$ cat src/rtl/common_types.sv
// Shared types and constants for the fetch stage.
package common_types;

    typedef logic [31:0] word_t;

    typedef enum logic [1:0] {
        RST   = 2'd0,
        FETCH = 2'd1,
        HOLD  = 2'd2,
        DRAIN = 2'd3
    } fetch_state_t;

    localparam word_t RISCV_NOP = 32'h0000_0013;

    function automatic word_t word_align(input word_t a);
        return a & ~word_t'(32'd3);
    endfunction

endpackage

$ cat src/rtl/dyt_fetch_skid.sv
// One-entry {instr, pc} holding buffer for a word fetched while decode is stalled.
// Registered output; load and clear take effect on the next rising edge, clear wins.
module dyt_fetch_skid
    import common_types::*;
(
    input  logic  clk,
    input  logic  rst,
    input  logic  load,
    input  logic  clear,
    input  word_t in_instr,
    input  word_t in_pc,
    output word_t instr,
    output word_t pc,
    output logic  valid
);

    always_ff @(posedge clk) begin
        if (rst || clear) begin
            valid <= 1'b0;
            instr <= RISCV_NOP;
            pc    <= '0;
        end else if (load) begin
            valid <= 1'b1;
            instr <= in_instr;
            pc    <= in_pc;
        end
    end

endmodule

$ cat src/rtl/dyt_fetch_ctrl.sv
// Fetch sequencer: one-outstanding imem requests, skid buffer on stall, flush on redirect.
// Delivery is combinational in the ack cycle; a stalled word waits in the skid buffer.
module dyt_fetch_ctrl
    import common_types::*;
#(
    parameter word_t RESET_PC  = 32'h0000_0000,
    parameter word_t NOP_INSTR = RISCV_NOP
) (
    input  logic  CLK,
    input  logic  rst,
    output logic  imem_ren_o,
    output word_t imem_addr_o,
    input  word_t imem_rdata_i,
    input  logic  imem_ack_i,
    input  logic  stall_i,
    input  logic  redirect_i,
    input  word_t redirect_pc_i,
    output logic  ifid_en_o,
    output logic  ifid_flush_o,
    output word_t fetch_instr_o,
    output word_t fetch_pc_o,
    output word_t fetch_count_o
);

    fetch_state_t state, state_next;
    word_t        pc, pc_next;
    word_t        drain_addr, drain_addr_next;
    word_t        count;
    logic         count_inc;
    logic         skid_load, skid_clear, skid_valid;
    word_t        skid_instr, skid_pc;

    dyt_fetch_skid u_skid (
        .clk      (CLK),
        .rst      (rst),
        .load     (skid_load),
        .clear    (skid_clear),
        .in_instr (imem_rdata_i),
        .in_pc    (pc),
        .instr    (skid_instr),
        .pc       (skid_pc),
        .valid    (skid_valid)
    );

    always_ff @(posedge CLK) begin
        if (rst) begin
            state      <= RST;
            pc         <= RESET_PC;
            drain_addr <= RESET_PC;
            count      <= '0;
        end else begin
            state      <= state_next;
            pc         <= pc_next;
            drain_addr <= drain_addr_next;
            if (count_inc) count <= count + 32'd1;
        end
    end

    always_comb begin
        state_next      = state;
        pc_next         = pc;
        drain_addr_next = drain_addr;
        count_inc       = 1'b0;
        skid_load       = 1'b0;
        skid_clear      = 1'b0;
        imem_ren_o      = 1'b0;
        imem_addr_o     = pc;
        ifid_en_o       = 1'b0;
        ifid_flush_o    = 1'b0;
        fetch_instr_o   = NOP_INSTR;
        fetch_pc_o      = pc;

        case (state)
            RST: begin
                state_next = FETCH;
            end
            FETCH: begin
                imem_ren_o = 1'b1;
                if (imem_ack_i) begin
                    if (!stall_i) begin
                        ifid_en_o     = 1'b1;
                        fetch_instr_o = imem_rdata_i;
                        pc_next       = pc + 32'd4;
                        count_inc     = 1'b1;
                    end else begin
                        skid_load  = 1'b1;
                        state_next = HOLD;
                    end
                end
            end
            HOLD: begin
                if (!stall_i && skid_valid) begin
                    ifid_en_o     = 1'b1;
                    fetch_instr_o = skid_instr;
                    fetch_pc_o    = skid_pc;
                    pc_next       = pc + 32'd4;
                    count_inc     = 1'b1;
                    skid_clear    = 1'b1;
                    state_next    = FETCH;
                end
            end
            DRAIN: begin
                // pc already holds the redirect target; the bus keeps the stale address
                imem_ren_o  = 1'b1;
                imem_addr_o = drain_addr;
                if (imem_ack_i) state_next = FETCH;
            end
            default: state_next = RST;
        endcase

        if (redirect_i) begin
            ifid_flush_o  = 1'b1;
            ifid_en_o     = 1'b1;
            fetch_instr_o = NOP_INSTR;
            fetch_pc_o    = pc;
            count_inc     = 1'b0;
            skid_load     = 1'b0;
            skid_clear    = 1'b1;
            pc_next       = word_align(redirect_pc_i);
            case (state)
                FETCH: begin
                    if (imem_ack_i) begin
                        state_next = FETCH;
                    end else begin
                        state_next      = DRAIN;
                        drain_addr_next = pc;
                    end
                end
                DRAIN:   state_next = imem_ack_i ? FETCH : DRAIN;
                default: state_next = FETCH;
            endcase
        end
    end

    assign fetch_count_o = count;

endmodule
$ cat config.mk
export PLATFORM = sky130hd
export DESIGN_NAME = dyt_fetch_ctrl
export DESIGN_NICKNAME = d
export VERILOG_FILES = /design/src/rtl/common_types.sv /design/src/rtl/dyt_fetch_skid.sv /design/src/rtl/dyt_fetch_ctrl.sv
export SDC_FILE = /design/constraint.sdc
export NUM_CORES = 1
export LEC_CHECK = 0
export CAP_MARGIN = 30
export CORE_UTILIZATION = 35
export DETAILED_ROUTE_END_ITERATION = 16
export PLACE_DENSITY = 0.68
export SLEW_MARGIN = 20
export SYNTH_ARGS = -nofsm -noshare
export SYNTH_HDL_FRONTEND = slang
export SYNTH_SLANG_ARGS = --single-unit
export TNS_END_PERCENT = 1
$ cat constraint.sdc
create_clock -name CLK -period 3.6 [get_ports CLK]
set_clock_uncertainty 0.05 [all_clocks]
set_input_delay 0.9 -clock CLK [delete_from_list [all_inputs] [get_ports CLK]]
set_output_delay 0.9 -clock CLK [all_outputs]
set_load 0.005 [all_outputs]
# [Word level (Yosys, flattened, before mapping)]
# Cells that the tools add are included.
[classes] mul=0 shifts=0 n_div=0 magnitude_cmp=0 add_sub_neg=2 n_reduce_logical=12 muxes=36 bitwise_logic=1 eq_ne=11
[ops] cell="32-bit two-way mux" n=12
[ops] cell="32-bit case mux with 2 select lines" n=2
[ops] cell="32-bit by 1-bit adder with 32-bit output (second input constant)" n=1
[ops] cell="32-bit by 3-bit adder with 32-bit output (second input constant)" n=1
[ops] cell="3-bit != test (second input constant)" n=5
[ops] cell="2-bit two-way mux" n=7
[ops] cell="1-bit two-way mux" n=13
[ops] cell="4-bit AND reduction" n=3
[ops] cell="2-bit case mux with 4 select lines" n=1
[ops] cell="2-bit != test (second input constant)" n=3
[ops] cell="2-bit == test (second input constant)" n=2
[ops] cell="2-bit OR reduction" n=2
[ops] cell="3-bit AND reduction" n=1
[ops] cell="3-bit nonzero test" n=1
[ops] cell="2-bit by 1-bit == test with 1-bit output (second input constant)" n=1
[ops] cell="2-bit zero test" n=1
[ops] cell="1-bit case mux with 2 select lines" n=1
[ops] cell="2-bit nonzero test" n=1
[ops] cell="1-bit logical AND" n=1
[ops] cell="1-bit zero test" n=1
[ops] cell="1-bit logical OR" n=1
[ops] cell="1-bit inverter" n=1
[word_totals] input_bits=69 latch_bits=0 output_inout_bits=131 memories=0 romBits=0 register_bits=163 elab_cells=70 ram_bits=0

# [Depth between registers and ports, before layout]
[depth] word_depth=6 mapped_depth=10

# [By module]
# Synthesis repeated with hierarchy kept, for this count alone.
[unflattened] cells_unflattened=925 area_unflattened_um2=7991.4
[by_module_without_submodules] module="dyt_fetch_ctrl" cells_per_inst=714 instances=1 seq_area_each_um2=1881.8 area_each_um2=5655.4
[by_module_without_submodules] module="dyt_fetch_skid" cells_per_inst=211 instances=1 seq_area_each_um2=1301.2 area_each_um2=2336.0

# [Worst setup path before layout]
# OpenSTA, ideal clock, no wires.
[synth_path] kind="input to output" startpoint="input port stall_i" endpoint="output port fetch_pc_o[10]" path_slack_ns=0.312 path_stages=7 t_arrival_ns=2.338 cell_sequence="inv_1 > and3_1 > clkbuf_1 > and2_1 > clkbuf_1 > buf_1 > mux2_2"
[synth_between] elab_chain_cells=5
[synth_rtl] item="from (decl)" line="dyt_fetch_ctrl.sv:15" text="input logic stall_i,"
[synth_rtl] item="1-bit zero test" line="dyt_fetch_ctrl.sv:92" text="if (!stall_i && skid_valid) begin"
[synth_rtl] item="1-bit logical AND" line="dyt_fetch_ctrl.sv:92"
[synth_rtl] item="32-bit two-way mux" line="dyt_fetch_ctrl.sv:92"
[synth_rtl] item="32-bit two-way mux" line="dyt_fetch_ctrl.sv:73" text="case (state)"
[synth_rtl] item="32-bit two-way mux" line="dyt_fetch_ctrl.sv:111" text="if (redirect_i) begin"
[synth_rtl] item="to (decl)" line="dyt_fetch_ctrl.sv:21" text="output word_t fetch_pc_o,"
# Every way passes these cells.

# [Final worst setup path]
[layout_path] startpoint="input port stall_i" endpoint="output port fetch_instr_o[28]"
[layout_between] elab_chain_cells=5 elab_cells_between_ends=7 cone_classes="mux (5); reduce/logical (2)"
[layout_rtl] item="1-bit zero test" line="dyt_fetch_ctrl.sv:92"
[layout_rtl] item="1-bit logical AND" line="dyt_fetch_ctrl.sv:92"
[layout_rtl] item="32-bit two-way mux" line="dyt_fetch_ctrl.sv:92"
[layout_rtl] item="32-bit case mux with 2 select lines (*)" line="dyt_fetch_ctrl.sv:73"
[layout_rtl] item="32-bit two-way mux (*)" line="dyt_fetch_ctrl.sv:111"
[layout_rtl] item="to (decl)" line="dyt_fetch_ctrl.sv:20" text="output word_t fetch_instr_o,"
# Mark *: on every way between the ends. The rest lies on a longest branch, timed or not.

==> key figures <==
Run status
  • Status: finished with violations
  • Failing checks: setup timing

Clock network
  • Worst-path clk slew: 60 ps
  • Post-CTS Setup Bufs: 0
  • Root Buffer: clkbuf_16
  • Skew-Pair Late Insertion Delay: 410 ps
  • Sinks on Clock Net: 157
  • CTS tree: yes
  • CTS max path bufs: 2
  • CTS buffer count: 17
  • Htree depth: 4

Drt
  • Routed vias: 7,272
  • DRC violations left: 0
  • First drt pass iteration count: 5
  • DR WL/cell: 15.9 um
  • Drt total wl: 22,800 um
  • Detailed Route Iter0 Violations: 350
  • Vias/cell: 5.07
  • Final ANT Viol Nets: 0

Global routing
  • Antenna violations before repair: 1
  • First-pass GRT wire length: 35,400 um
  • Vias in the first global route: 6,775
  • Tot GR Track Use: 0.198
  • Congestion Overflow GR: 0
  • Largest net degree at the start of global routing: 58

Power
  • Switching share of power: 0.241
  • Net Sw Power: 1.04 mW
  • Int Pwr: 3.29 mW
  • Leakage: 3.83 nW
  • Combinational power share: 0.112
  • Sequential share of power: 0.422
  • Clock power share: 0.465
  • PwrDens: 407 mW/mm^2
  • VDD IR max: 0.291 mV
  • Total power draw: 4.33 mW

Synth
  • Synth top cells by count: nand2_1, dfxtp_1, nor2_1
  • Ys async rst share: 0
  • Leading area contributor after synthesis: dfxtp_1
  • Adder-Cell Fraction of Synth Area: 0.00804
  • Area fraction in compound gates after synthesis: 0.131
  • Dominant synthesized flop cell: dfxtp_1
  • Most frequent cell after synthesis: nand2_1
  • Area share of the largest cell type after synthesis: 0.404
  • Mux cell area share after synthesis: 0.0863
  • Post-synthesis cell count: 982
  • Sequential share of the synthesized area: 0.404
  • Main combinational cell family by area after synthesis: simple AND/OR/NAND/NOR gates
  • Post-synth EDFFs: 0
  • Post-synth cell types: 51
  • Largest cells by area after synthesis: dfxtp_1, nand2_1, mux2_2
  • Synth Area in XOR/XNOR: 0.0630
  • Mean Syn Cell Area: 7.93 um^2
  • Yosys reg bits: 157
  • Synthesized area: 0.00778 mm^2
  • Post-Synth Simple-Gate Area: 0.248
  • YS warnings: 0

Setup path
  • Worst Path Buf+Inv: 5
  • Reg2reg start: state[0]$_SDFFE_PP0P_
  • Reg2reg end: pc[30]$_SDFFE_PP0P_
  • Slowest cell on crit path: clkdlybuf4s50_1
  • Worst setup EP type: output pin
  • Largest fanout on the critical path: 15
  • Critical path type: primary input to output pin
  • Delay-heaviest family, CP: buffers and inverters
  • Crit path DAT: 2680 ps
  • CP most frequent cell: clkdlybuf4s50_1
  • Crit start category: primary input
  • Internal reg-to-reg setup slack: 1030 ps
  • Crit path cell chain: clkdlybuf4s50_1 > inv_2 > buf_4 > and3_4 > buf_12 > a22oi_1 > nor2_1 > clkdlybuf4s50_1
  • Worst Path Required: 2650 ps
  • Worst reg-to-reg path cell count: 6
  • Critical path's largest stage delay: 520 ps

Finish
  • Final Instance Count excl. Fillers: 1,434
  • Fin area: 0.0107 mm^2
  • Area grow syn2layout: 36.8%
  • Core Util, Final: 0.488
  • Post-layout net count: 1,215
  • Share of layout cells above drive strength 1: 0.126
  • Diodes inserted: 0

Floorplan
  • Die width: 151 um
  • IO Count: 200
  • Initial Utilization: 0.357
  • Die area: 0.0228 mm^2
  • DIE HEIGHT: 151 um
  • Core Area: 0.0218 mm^2
  • Row cnt: 54

STA
  • Tmin final: 3630 ps
  • Max-slew headroom: 0.605
  • Final hold slack: 399 ps
  • Fin. Hold Viols: 0
  • Final worst path period share: 1.01
  • Unrepaired setup endpoints after global routing: true
  • TNS Setup: -44.2 ps
  • Fin worst setup slack: -25.2 ps
  • Peak Freq: 276 MHz
  • Slew @ Worst Pin: 593 ps
  • Setup violations, final: 4
  • Max-slew violation count: 0

Min path
  • Worst Hold Depth: 2
  • Hold wc startpoint: drain_addr[15]$_SDFFE_PP0P_
  • Worst min path class: flop to flop
  • Hold Path Sink: drain_addr[15]$_SDFFE_PP0P_

Placement
  • Pre-CTS WS: -227 ps
  • Cell area after placement: 0.00996 mm^2
  • GPL Wtd Cong: 0.754
  • Placed cell count: 1,401
  • Port bufs: 193
  • Post-DP HPWL: 15,400 um

Run
  • Max_cap viols: 0
==> routing by layer <==
layer	routed length, um	global-route usage	share of wire
met1	10000	0.248	0.44
met2	10700	0.330	0.47
met3	1750	0.0633	0.077
met4	218	0.0455	0.0096
met5	0	0	0
==> timing repair <==
item	CTS	global route
gates cloned	0	1
endpoints found under the setup margin	59	43
pin swaps	1	1
hold buffers	0	0
resized for setup	34	12
==> layout make-up <==
cell class / instances / area (um^2)
Multi-Input combinational cell: 729 / 4220
Clock inverter: 13 / 214
Clock buffer: 19 / 443
Sequential cell: 157 / 3140
Tap cell: 280 / 350
Timing Repair Buffer: 227 / 2250
Inverter: 9 / 33.8
Fill cell: 2214 / 11200
==> cell families after synthesis <==
group	Yosys count
mux	60
xor+xnor	56
buf+inv	99
other cells	1
fa+ha+maj	5
simple gates	433
flops	157
compound gates	171
==> placed cells by master, fill, tap and decap left out, drive strengths merged, types with 12 or more instances in the layout <==
master	instances
a211oi	24
a21oi	94
a22oi	31
buf	34
clkbuf	20
clkdlybuf4s50	154
dfxtp	157
dlygate4sd2	27
mux2	57
nand2	215
nand3	35
nand4	19
nor2	99
nor3	14
nor4	18
o21ai	12
xnor2	21
xor2	35
==> power groups by stage <==
stage / Sequential (mW) / Combinational [mW] / Clock (mW)
after floorplan: 1.83 / 0.267 / 0
after CTS: 1.83 / 0.490 / 2.06
final: 1.83 / 0.487 / 2.02
after global placement: 1.87 / 0.498 / 0
after global routing: 1.84 / 0.533 / 2.15
after detailed placement: 1.87 / 0.500 / 0
==> state kept, by name (all words and copies together), names as in the netlist <==
signal	cells
fetch_count_o	32
u_skid.instr	32
drain_addr	30
pc	30
u_skid.pc	30
state	2
u_skid.valid	1
==> worst max-delay path by stage <==
stage	startpoint	to	slack [ps]	cells after the start
after floorplan	stall_i	fetch_pc_o[10]	310	7
final	stall_i	fetch_instr_o[28]	-30	8
after global routing	stall_i	fetch_instr_o[28]	-130	8
after detailed placement	stall_i	fetch_pc_o[31]	-230	7
after CTS	stall_i	fetch_instr_o[8]	-30	8
after global placement	stall_i	fetch_pc_o[31]	-200	7
==> tightest hold or removal path: stages, from the launching register on <==
cell	delay (ps)
dfxtp_1	310
nand2_1	50
a21oi_1	50
No activity file was read; power rests on OpenSTA's default activity.
==> RTL edit (same settings) <==
Make the reset (`rst`) asynchronous in one clocked block.
--- a/src/rtl/dyt_fetch_ctrl.sv
+++ b/src/rtl/dyt_fetch_ctrl.sv
@@ -42,7 +42,7 @@
         .valid    (skid_valid)
     );
 
-    always_ff @(posedge CLK) begin
+    always_ff @(posedge CLK or posedge rst) begin
         if (rst) begin
             state      <= RST;
             pc         <= RESET_PC;
Function: differs if rst is asserted again (counterexample within 4 cycles, from zero or initial values and one cycle with rst high); with rst held inactive, the same outputs for 4 cycles.
==> RTL edit against the unedited design <==
- sequential cell count unchanged
- area after synthesis up 5.1%
- setup slack worse by 6.5 ps
- count of clock-buffer cells in the layout up 5
- critical path depth unchanged
- the flow still finishes with violations (negative setup slack)
- hold slack better by 2.7 ps
- cell area is 4.6% higher
- routed wire length rose by 6.0%
Power is not compared: it rests on default switching activity, and its combinational part moved more than twofold at a synthesized area within 25%.
==> RTL edit: results (changes against the unedited design) <==
outcome: "finished, violations left"
violations: "negative setup slack"
drive_gt1_share_pct: 14.87  # +2.3 points
yosys-top-cells-area: "dfrtp_1 (29%), dfxtp_1 (15%), mux2_2 (10%)"
grt_pass1_wl_um: 38490  # +8.8%
min_from: "u_skid.pc[2]"
drt_iter0_markers: 425  # +21%
wl_met1_um: 10850  # +8.0%
groute.layer.met2.usage_pct: 33.48  # +0.50 points
dp_hpwl_um: 15970  # +3.6%
nets: 1157  # -4.8%
p_leak_nw: 4.420
fin_ws_ps: -31.72  # -6.506 ps
hold_end: "u_skid.pc[2]"
regToRegSetupSlack_ps: 1230  # +200 ps
max_slew_margin_pct: 61.48  # +1.0 points
reg2reg_from: "state[1]"
antenna_found_initial: 0  # -1
grt.met1_usage_pct: 26.30  # +1.5 points
drt.antenna.violating_nets: 0  # unchanged
wl_met2_um: 11480  # +6.9%
crit_fanout: 15  # unchanged
synth-compound-area-share_pct: 12.53  # -0.59 points
first_pass_iters: 8  # +3
synthArstFlopShare_pct: 59.87  # +60 points
hold-worst-slack_ps: 401.6  # +2.651 ps
clock_tree.buffer_depth: 2  # unchanged
setup_viol: 2  # -2
grt_pass1_vias: 7144  # +5.4%
top_layer: "met4"
wl_per_cell_um: 17.13  # +7.9%
synth_xor_area_share_pct: 3.747  # -2.6 points
place_ws_ps: -169.8  # +56.74 ps
num_vias: 7349  # +1.1%
grt_max_degree: 48  # -17%
post_cts_resized: 33  # -2.9%
grt_use_total_pct: 20.28  # +0.45 points
gp_congestion: 0.8138  # +8.0%
synth_common_cells: "nand2_1 (177), dfrtp_1 (94), mux2_2 (76), a21oi_1 (66), dfxtp_1 (63)"
power_switching_share_pct: 29.98
muxShareOfSynthArea_pct: 10.89  # +2.3 points
synth_adder_area_share_pct: 0.7648  # -0.039 points
rr_endpoint: "pc[30]"
seq_area_frac_synth_pct: 44.17  # +3.8 points
hold_path_depth: 2  # unchanged
dr_wl_met3_um: 1491  # -15%
ys_types: 61  # +20%
r2r_cells: 7  # +1
met3_usage_pct: 5.042  # -1.3 points
post-cts-setup-buffer-count: 0  # unchanged
RTL edit: worst max path at each step:
stage / slack, ps / endpoint / start / depth (start not counted)
after floorplan: 200 / drain_addr[10] / rst / 1
after global routing: -130 / fetch_instr_o[8] / stall_i / 8
final: -30 / fetch_instr_o[7] / stall_i / 8
after global placement: -170 / fetch_pc_o[31] / stall_i / 6
after CTS: -70 / fetch_pc_o[22] / stall_i / 6
after detailed placement: -170 / fetch_pc_o[22] / stall_i / 6
RTL edit: power groups by stage:
stage	clock, mW	combinational, mW	sequential (mW)
3_5_place_dp	0	1.90	2.23
3_3_place_gp	0	1.87	2.21
2_1_floorplan	0	1.02	2.14
6_report	1.76	1.87	2.20
4_1_cts	1.81	1.89	2.20
5_1_grt	1.88	2.05	2.23
RTL edit: per-stage QoR:
step,cells,area [um2],TNS [ps]
after detailed placement,1375,10460,-4406
after CTS,1407,11010,-551.3
after floorplan,922,8192,0
after global routing,1409,11140,-987.6
final,1409,11140,-59.79
after global placement,1375,10460,-4152
RTL edit: logic make-up after synthesis:
group	Yosys count
and+or+nand+nor	380
buffers and inverters	95
adders and majority gates	5
xor gates and xnor gates	35
DFF	157
muxes	79
other	1
AOI/OAI and AO/OA	167
RTL edit: critical path, stage by stage:
cell,delay (ps)
clkdlybuf4s50_1,420
buf_6,150
inv_1,80
and3_4,220
buf_12,150
a22oi_1,70
nor2_1,150
clkdlybuf4s50_1,520
RTL edit: final cells by class:
cell class / instances / area [um2]
repair buffers: 225 / 2347
multi-input cells: 670 / 4165
well taps: 313 / 391.6
clock buffers: 24 / 491.7
flip-flops and latches: 157 / 3613
fillers: 2185 / 11640
clock inverters: 8 / 83.83
inverters: 12 / 47.55
